`config.mk`:
```
export PLATFORM = sky130hd
export DESIGN_NAME = fetch_unit
export DESIGN_NICKNAME = d
export VERILOG_FILES = /design/src/rtl/fetch_unit.sv
export SDC_FILE = /design/constraint.sdc
export NUM_CORES = 1
export LEC_CHECK = 0
export ABC_AREA = 1
export CAP_MARGIN = 20
export CELL_PAD_IN_SITES_DETAIL_PLACEMENT = 0
export CELL_PAD_IN_SITES_GLOBAL_PLACEMENT = 1
export CORE_UTILIZATION = 50
export CTS_BUF_LIST = sky130_fd_sc_hd__clkbuf_8
export CTS_CLUSTER_SIZE = 25
export DETAILED_ROUTE_END_ITERATION = 8
export DONT_BUFFER_PORTS = 1
export PLACE_DENSITY = 0.94
export SETUP_SLACK_MARGIN = 0.1
export SYNTH_ARGS = -nofsm -noshare
export SYNTH_HDL_FRONTEND = slang
export SYNTH_SLANG_ARGS = --single-unit
```
`constraint.sdc`:
```
create_clock -name clk -period 3.3 [get_ports clk]
set_input_delay 0.33 -clock clk [delete_from_list [all_inputs] [get_ports clk]]
set_output_delay 0.33 -clock clk [all_outputs]
set_load 0.005 [all_outputs]
```
`src/rtl/fetch_unit.sv`:
```
// fetch_unit: sequential PC fetch from Imem into a 2-entry buffer for decode, with redirect/squash handling.
// FETCH_MISALIGN_EXC_EN: misaligned PC produces one exception entry and halts fetch until redirect or reset.
module fetch_unit #(
    parameter int                       ADDRESS_SIZE = 32,
    parameter logic [ADDRESS_SIZE-1:0]  BOOT_ADDRESS = ADDRESS_SIZE'(32'h1000)
) (
    input  logic                    clk,
    input  logic                    reset,
    output logic [ADDRESS_SIZE-1:0] imem_address,
    output logic                    imem_req,
    input  logic                    imem_ready,
    input  logic [ADDRESS_SIZE-1:0] imem_instruction,
    output logic                    if_valid,
    output logic [ADDRESS_SIZE-1:0] if_pc,
    output logic [ADDRESS_SIZE-1:0] if_instruction,
    output logic                    if_exc,
    input  logic                    dec_ready,
    input  logic                    redirect_valid,
    input  logic [ADDRESS_SIZE-1:0] redirect_pc
);
    typedef enum logic [2:0] {
        ST_BOOT   = 3'd0,
        ST_REQ    = 3'd1,
        ST_SQUASH = 3'd2,
        ST_HOLD   = 3'd3,
        ST_STOP   = 3'd4
    } state_t;

    localparam logic [ADDRESS_SIZE-1:0] PC_STEP    = ADDRESS_SIZE'(4);
    localparam logic [ADDRESS_SIZE-1:0] ALIGN_MASK = ~ADDRESS_SIZE'(3);

    state_t                  state, state_nxt;
    logic [ADDRESS_SIZE-1:0] pc, pc_nxt, redirect_target;
    logic [1:0]              count;
    logic                    rd_ptr, wr_ptr;
    logic [ADDRESS_SIZE-1:0] buf_pc  [2];
    logic [ADDRESS_SIZE-1:0] buf_ins [2];
    logic                    push, pop, req_nxt;

`ifdef FETCH_MISALIGN_EXC_EN
    logic buf_exc [2];
    logic push_exc;
    assign redirect_target = redirect_pc;
    // A misaligned PC in REQ never issues a request; the exception entry is pushed instead.
    assign req_nxt = (state_nxt == ST_SQUASH) || ((state_nxt == ST_REQ) && (pc_nxt[1:0] == 2'b00));
    assign if_exc  = buf_exc[rd_ptr];
`else
    assign redirect_target = redirect_pc & ALIGN_MASK;
    assign req_nxt = (state_nxt == ST_SQUASH) || (state_nxt == ST_REQ);
    assign if_exc  = 1'b0;
`endif

    assign if_valid       = (count != 2'd0);
    assign if_pc          = buf_pc[rd_ptr];
    assign if_instruction = buf_ins[rd_ptr];
    assign pop            = if_valid && dec_ready;

    always_comb begin
        state_nxt = state;
        pc_nxt    = pc;
        push      = 1'b0;
`ifdef FETCH_MISALIGN_EXC_EN
        push_exc  = 1'b0;
`endif
        case (state)
            ST_BOOT: state_nxt = ST_REQ;
            ST_REQ: begin
`ifdef FETCH_MISALIGN_EXC_EN
                if (pc[1:0] != 2'b00) begin
                    push      = 1'b1;
                    push_exc  = 1'b1;
                    state_nxt = ST_STOP;
                end else
`endif
                if (imem_ready) begin
                    push   = 1'b1;
                    pc_nxt = pc + PC_STEP;
                    // Hold off when this push leaves no free slot, net of a same-cycle pop.
                    if ((count == 2'd2) || ((count == 2'd1) && !pop))
                        state_nxt = ST_HOLD;
                end
            end
            ST_HOLD:   if (pop) state_nxt = ST_REQ;
            ST_SQUASH: if (imem_ready) state_nxt = ST_REQ;
            default:   state_nxt = state;
        endcase

        // A redirect arriving as the squashed response lands needs no further wait.
        if (redirect_valid) begin
            push   = 1'b0;
            pc_nxt = redirect_target;
            if ((((state == ST_REQ) && imem_req) || (state == ST_SQUASH)) && !imem_ready)
                state_nxt = ST_SQUASH;
            else
                state_nxt = ST_REQ;
        end
    end

    always_ff @(posedge clk) begin
        if (reset) begin
            state        <= ST_BOOT;
            pc           <= BOOT_ADDRESS;
            imem_req     <= 1'b0;
            imem_address <= BOOT_ADDRESS;
            count        <= 2'd0;
            rd_ptr       <= 1'b0;
            wr_ptr       <= 1'b0;
            for (int i = 0; i < 2; i++) begin
                buf_pc[i]  <= '0;
                buf_ins[i] <= '0;
`ifdef FETCH_MISALIGN_EXC_EN
                buf_exc[i] <= 1'b0;
`endif
            end
        end else begin
            state    <= state_nxt;
            pc       <= pc_nxt;
            imem_req <= req_nxt;
            if (state_nxt != ST_SQUASH)
                imem_address <= pc_nxt;
            if (redirect_valid) begin
                count  <= 2'd0;
                rd_ptr <= 1'b0;
                wr_ptr <= 1'b0;
            end else begin
                if (push) begin
                    buf_pc[wr_ptr] <= pc;
`ifdef FETCH_MISALIGN_EXC_EN
                    buf_ins[wr_ptr] <= push_exc ? '0 : imem_instruction;
                    buf_exc[wr_ptr] <= push_exc;
`else
                    buf_ins[wr_ptr] <= imem_instruction;
`endif
                    wr_ptr <= ~wr_ptr;
                end
                if (pop)
                    rd_ptr <= ~rd_ptr;
                count <= count + {1'b0, push} - {1'b0, pop};
            end
        end
    end
endmodule

```
# Yosys cells after proc, flatten, opt, wreduce, memory -nomap -nowiden
# Memory sizes are Yosys's and may differ from the RTL's. A register that Yosys moved wholly into a read port is not among the register bits.
# Index checks and enable logic that the tools add are counted.
dict set report op_classes {
  addsub 3
  eq_ne 8
  muxes 29
  bitwise 2
  n_reduce_logical 14
}
# operator n
set op_table {}
lappend op_table {{32-bit two-way mux} 5}
lappend op_table {{32-bit OR reduction} 2}
lappend op_table {{32-bit by 3-bit adder with 32-bit output, second input constant} 1}
lappend op_table {{1-bit two-way mux} 17}
lappend op_table {{3-bit two-way mux} 5}
lappend op_table {{3-bit one-hot mux with 4 select lines} 1}
lappend op_table {{3-bit by 2-bit == test with 1-bit output, second input constant} 3}
lappend op_table {{3-bit by 1-bit == test with 1-bit output, second input constant} 2}
lappend op_table {{1-bit logical AND} 4}
lappend op_table {{3-bit logical NOT} 1}
lappend op_table {{1-bit logical OR} 3}
lappend op_table {{3-bit by 2-bit != test with 1-bit output, second input constant} 1}
lappend op_table {{2-bit by 1-bit adder with 2-bit output} 1}
lappend op_table {{2-bit by 1-bit == test with 1-bit output, second input constant} 1}
lappend op_table {{2-bit == test, second input constant} 1}
lappend op_table {{1-bit logical NOT} 2}
lappend op_table {{2-bit two-way mux} 1}
lappend op_table {{1-bit inverter} 2}
lappend op_table {{2-bit nonzero test} 1}
lappend op_table {{2-bit OR reduction} 1}
lappend op_table {{2-bit by 1-bit subtractor with 2-bit output} 1}
dict set report word_totals {
  regBits 72
  ram_bits 128
  in_bits 69
  elab_cells 65
  memories 2
}
# name depth width rd rd_clocked_by_memory_dff write_ports line_no
set memory_table {}
lappend memory_table {buf_ins 2 32 1 1 2 37} ;# logic [ADDRESS_SIZE-1:0] buf_ins [2];
lappend memory_table {buf_pc 2 32 1 1 2 36} ;# logic [ADDRESS_SIZE-1:0] buf_pc [2];

# Longest topological paths before layout
dict set report depth {
  word_depth 11
  ltp_mapped 13
  mapped_depth_nobuf 12
}

# Least setup slack after synthesis
# Ideal clock, no wire load.
dict set report synth_timing {
  path_type {input port to flip-flop}
  from {input port reset}
  to {memory buf_ins[1][0] (enable)}
  setup_time_ns 0.691
  t_arrival_ns 2.323
  setup_slack_ns 0.285
  path_stages 6
  n_path_buf 3
  path_cell_list {buf_2 > nor2_1 > nand3_1 > clkbuf_1 > clkbuf_1 > nand2_1}
}
# element line_no
set synth_rtl {}
lappend synth_rtl {{from (decl)} 8} ;# input logic reset,
lappend synth_rtl {{to (decl)} 37}

==> impl_metrics.sql <==
INSERT INTO impl_metrics (metric_group, metric, value, unit) VALUES
('layout', 'area_of_combinational_cells_with_multiple_inputs', '3020', 'sq um'),
('global_routing', 'groute.usage.overall', '21.2', '%'),
('sta', 'max-slew-margin-rel', '45.0', '%'),
('die', 'initial_core_utilization', '51.2', '%'),
('logic_synthesis', 'post_synth.cell_area_avg', '9.46', 'sq um'),
('global_routing', 'grt_overflow_total', '0', ''),
('clock_tree', 'cts_setup_buffers', '0', ''),
('logic_synthesis', 'synth_warnings', '0', ''),
('layout', 'num-fill-cells', '1523', ''),
('route', 'route.detailed.wl_per_inst', '15.7', 'um'),
('die', 'die-area', '18300', 'sq um'),
('power', 'p_leak', '4.13', 'nW'),
('global_routing', 'antenna_found_initial', '0', ''),
('sta', 'finalSetupTns', '0', 'ps'),
('die', 'placeableCoreArea', '17300', 'sq um'),
('layout', 'layout_cells_sized_above_1', '13.9', '%'),
('sta', 'skew_final', '23.5', 'ps'),
('setup_path', 'start_kind', 'flip-flop', ''),
('route', 'viasPerCell', '5.12', ''),
('clock_tree', 'clock_tree.htree_level_count', '2', ''),
('logic_synthesis', 'yosys_register_bits', '201', ''),
('sta', 'total_setup_violations_reported_at_the_end_of_the_flow', '0', ''),
('flow_run', 'cap_viol_max_count', '0', ''),
('clock_tree', 'tritoncts_buffers', '34', ''),
('power', 'powerDensity', '533', 'nW/um^2'),
('worst_hold_path', 'hold_path_class', 'in -> reg', ''),
('route', 'drc_violation_count_after_routing', '0', ''),
('sta', 'layout_min_cycle_time', '2420', 'ps'),
('sta', 'postLayoutSetupSlackWorst', '884', 'ps'),
('clock_tree', 'clock_insertion_delay_worst_skew', '510', 'ps'),
('global_routing', 'grt_max_degree', '66', ''),
('placement', 'io_buffers', '0', ''),
('clock_tree', 'worst_setup_hold_path_clk_slew', '60', 'ps'),
('logic_synthesis', 'synth.largest_area_cell', 'sky130_fd_sc_hd__edfxtp_1', ''),
('placement', 'finalWeightedCongestion', '0.817', ''),
('die', 'floorplan.die.height', '135', 'um'),
('setup_path', 'critical_path_class', 'reg -> out', ''),
('clock_tree', 'tritoncts_clock_tree', 'yes', ''),
('sta', 'grt_setup_unrepaired', 'false', ''),
('setup_path', 'worstSetupEndpointType', 'primary output', ''),
('route', 'drt-total-wl', '18900', 'um'),
('global_routing', 'first_pass_grt_wire_length', '30100', 'um'),
('route', 'postRouteAntennaNets', '0', ''),
('logic_synthesis', 'synth_nets', '1009', ''),
('power', 'worst_ir_drop_vdd', '0.341', 'mV'),
('worst_hold_path', 'min_from', 'redirect_valid', ''),
('clock_tree', 'clockBufferDepth', '3', ''),
('logic_synthesis', 'synthCells', '937', ''),
('sta', 'post-route-period-util', '73.2', '%'),
('clock_tree', 'cts.sink_count', '201', ''),
('logic_synthesis', 'synth.distinct_cells', '27', ''),
('layout', 'num_antenna_cells', '0', ''),
('placement', 'dp_hpwl', '12500', 'um'),
('setup_path', 'worstPathArrival', '2090', 'ps'),
('die', 'die-width', '135', 'um'),
('run_status', 'outcome', 'complete, no violations', ''),
('logic_synthesis', 'synthTopCellsByArea', 'sky130_fd_sc_hd__edfxtp_1 (43%), sky130_fd_sc_hd__dfxtp_1 (16%), sky130_fd_sc_hd__nand2_1 (8.3%)', ''),
('route', 'drt_pre_antenna_iters', '5', ''),
('setup_path', 'worst-path-max-fanout', '33', ''),
('sta', 'worstMarginPinSlew', '824', 'ps'),
('die', 'boundaryPins', '168', ''),
('setup_path', 'rr_startpoint', 'state[1]', ''),
('route', 'route.vias.total', '6172', ''),
('placement', 'place_ws', '1040', 'ps'),
('global_routing', 'grt_pass1_vias', '6017', ''),
('layout', 'net_count_of_the_finished_layout', '1032', ''),
('route', 'drt-initial-drc-count', '342', ''),
('logic_synthesis', 'yosysSeqAreaShare', '59.9', '%'),
('die', 'num_rows', '48', ''),
('layout', 'syn2layout_area_growth', '11.8', '%'),
('clock_tree', 'cts-root-buf', 'sky130_fd_sc_hd__clkbuf_8', ''),
('sta', 'slew_viol_final', '0', ''),
('sta', 'maxClockFrequency', '414', 'MHz'),
('setup_path', 'crit_required', '2970', 'ps'),
('sta', 'timing.final.hold_violations', '0', ''),
('clock_tree', 'cts.repair.resized', '0', ''),
('logic_synthesis', 'synth_largest_type_area_fraction', '43.4', '%'),
('layout', 'area.sequential', '5310', 'sq um'),
('logic_synthesis', 'mappedNetlistArea', '8860', 'sq um');
placed cells by master (no fill, tap or decap):
cell type / count
sky130_fd_sc_hd__o21ai_0: 25
sky130_fd_sc_hd__buf_16: 1
sky130_fd_sc_hd__conb_1: 1
sky130_fd_sc_hd__nand3b_1: 1
sky130_fd_sc_hd__nand4_1: 12
sky130_fd_sc_hd__dlygate4sd3_1: 17
sky130_fd_sc_hd__dfxtp_1: 72
sky130_fd_sc_hd__nand2_1: 193
sky130_fd_sc_hd__a21oi_1: 20
sky130_fd_sc_hd__or2_2: 8
sky130_fd_sc_hd__nor3_4: 1
sky130_fd_sc_hd__o21a_1: 1
sky130_fd_sc_hd__xor2_1: 1
sky130_fd_sc_hd__nor2_2: 4
sky130_fd_sc_hd__clkbuf_8: 37
sky130_fd_sc_hd__clkinv_1: 1
sky130_fd_sc_hd__nand3_1: 65
sky130_fd_sc_hd__a21boi_0: 1
sky130_fd_sc_hd__nand2_2: 6
sky130_fd_sc_hd__mux2_2: 64
sky130_fd_sc_hd__nand3_2: 1
sky130_fd_sc_hd__inv_1: 113
sky130_fd_sc_hd__and2_1: 1
sky130_fd_sc_hd__bufinv_16: 2
sky130_fd_sc_hd__clkinv_2: 4
sky130_fd_sc_hd__nor3_1: 6
sky130_fd_sc_hd__xnor2_1: 1
sky130_fd_sc_hd__o211ai_1: 2
sky130_fd_sc_hd__nor2_1: 180
sky130_fd_sc_hd__buf_4: 4
sky130_fd_sc_hd__dfxtp_2: 1
sky130_fd_sc_hd__edfxtp_1: 128
sky130_fd_sc_hd__ha_1: 3
sky130_fd_sc_hd__buf_12: 3
synth_stat cells:
| cell | instances |
|---|---|
| sky130_fd_sc_hd__nand3_1 | 66 |
| sky130_fd_sc_hd__nand2_2 | 4 |
| sky130_fd_sc_hd__a21boi_0 | 1 |
| sky130_fd_sc_hd__nor3_4 | 1 |
| sky130_fd_sc_hd__edfxtp_1 | 128 |
| sky130_fd_sc_hd__nor2_1 | 181 |
| sky130_fd_sc_hd__mux2_2 | 64 |
| sky130_fd_sc_hd__a21oi_1 | 20 |
| sky130_fd_sc_hd__conb_1 | 1 |
| sky130_fd_sc_hd__o21a_1 | 1 |
| sky130_fd_sc_hd__and2_1 | 1 |
| sky130_fd_sc_hd__or2_2 | 8 |
| sky130_fd_sc_hd__buf_4 | 4 |
| sky130_fd_sc_hd__nand2_1 | 195 |
| sky130_fd_sc_hd__nor3_1 | 6 |
| sky130_fd_sc_hd__xnor2_1 | 1 |
| sky130_fd_sc_hd__dfxtp_1 | 73 |
| sky130_fd_sc_hd__ha_1 | 3 |
| sky130_fd_sc_hd__inv_1 | 101 |
| sky130_fd_sc_hd__nand4_1 | 12 |
| sky130_fd_sc_hd__nand3b_1 | 1 |
| sky130_fd_sc_hd__o21ai_0 | 25 |
| sky130_fd_sc_hd__nor2_2 | 3 |
| sky130_fd_sc_hd__clkbuf_1 | 23 |
| sky130_fd_sc_hd__xor2_1 | 1 |
| sky130_fd_sc_hd__buf_2 | 11 |
| sky130_fd_sc_hd__o211ai_1 | 2 |
path summary, 6_finish.rpt:
path	endpoint	slack, ps	cells past startpoint
hold reg to reg	rd_ptr	460	1
setup reg to reg	buf_ins[0][17]	1050	8
setup / recovery	if_pc[31]	880	2
hold / removal	pc[14]	40	2
cells by family (layout without fill, tap and decap cells):
| family | count (synthesis) | count (layout) | share of synthesized area (%) |
|---|---|---|---|
| DFF | 201 | 201 | 59.9 |
| and+or+nand+nor | 478 | 478 | 22.2 |
| muxes | 64 | 64 | 8.13 |
| xor gates and xnor gates | 2 | 2 | 0.198 |
| other | 1 | 1 | 0.0423 |
| buffers and inverters | 139 | 182 | 6.21 |
| AOI/OAI and AO/OA | 49 | 49 | 2.88 |
| adders and majority gates | 3 | 3 | 0.424 |
sequential cells by signal (all words and copies together) (netlist names), named ones only:
name / flops
imem_address: 32
buf_ins: 64
state: 3
pc: 32
imem_req: 1
count: 2
rd_ptr: 1
wr_ptr: 1
buf_pc: 64
per-layer routing:
metal  wire (um)  global-route usage, %  vias to the layer above
met5           0                      0                        -
met4         410                   7.30                        0
met3        1390                   5.33                       34
met2        8510                   33.4                      210
met1        8610                   28.4                     2825
li1            -                      -                     3103
layout make-up:
| cell class | count | area share (%) |
|---|---|---|
| clock buffer | 37 | 5.14 |
| inverter | 101 | 3.83 |
| clock inverter | 19 | 1.30 |
| multi-input combinational | 597 | 30.5 |
| sequential | 201 | 53.5 |
| tap | 225 | 2.84 |
| timing repair buffer | 25 | 2.90 |
power by group:
part           switching, W  leakage (nW)  internal (W)
logic              0.000221          1.81      0.000117
clock network      0.000907         0.375       0.00118
registers         0.0000615          1.94       0.00279
worst max-delay path, stage by stage, from the launching register on:
cell and delay, ps:
sky130_fd_sc_hd__dfxtp_2 870, sky130_fd_sc_hd__buf_12 290, sky130_fd_sc_hd__mux2_2 390
timing repair:
| action | in CTS | in global routing |
|---|---|---|
| setup endpoints to repair | 0 | 0 |
| hold buffers | 17 | 0 |
| endpoints found under the hold margin | 35 | 0 |
per-stage QoR:
step	util (%)	total power [W]	instances	hold slack [ps]	area, sq um
2_1_floorplan	-	0.00313	937	425	8860
3_3_place_gp	52.5	0.00321	1131	404	9070
3_5_place_dp	52.5	0.00322	1131	408	9070
4_1_cts	57.1	0.00533	1204	8.77	9880
5_1_grt	57.3	0.00549	1205	28.9	9910
6_report	57.3	0.00528	1205	39.9	9910
(Power assumes the default switching activity.)
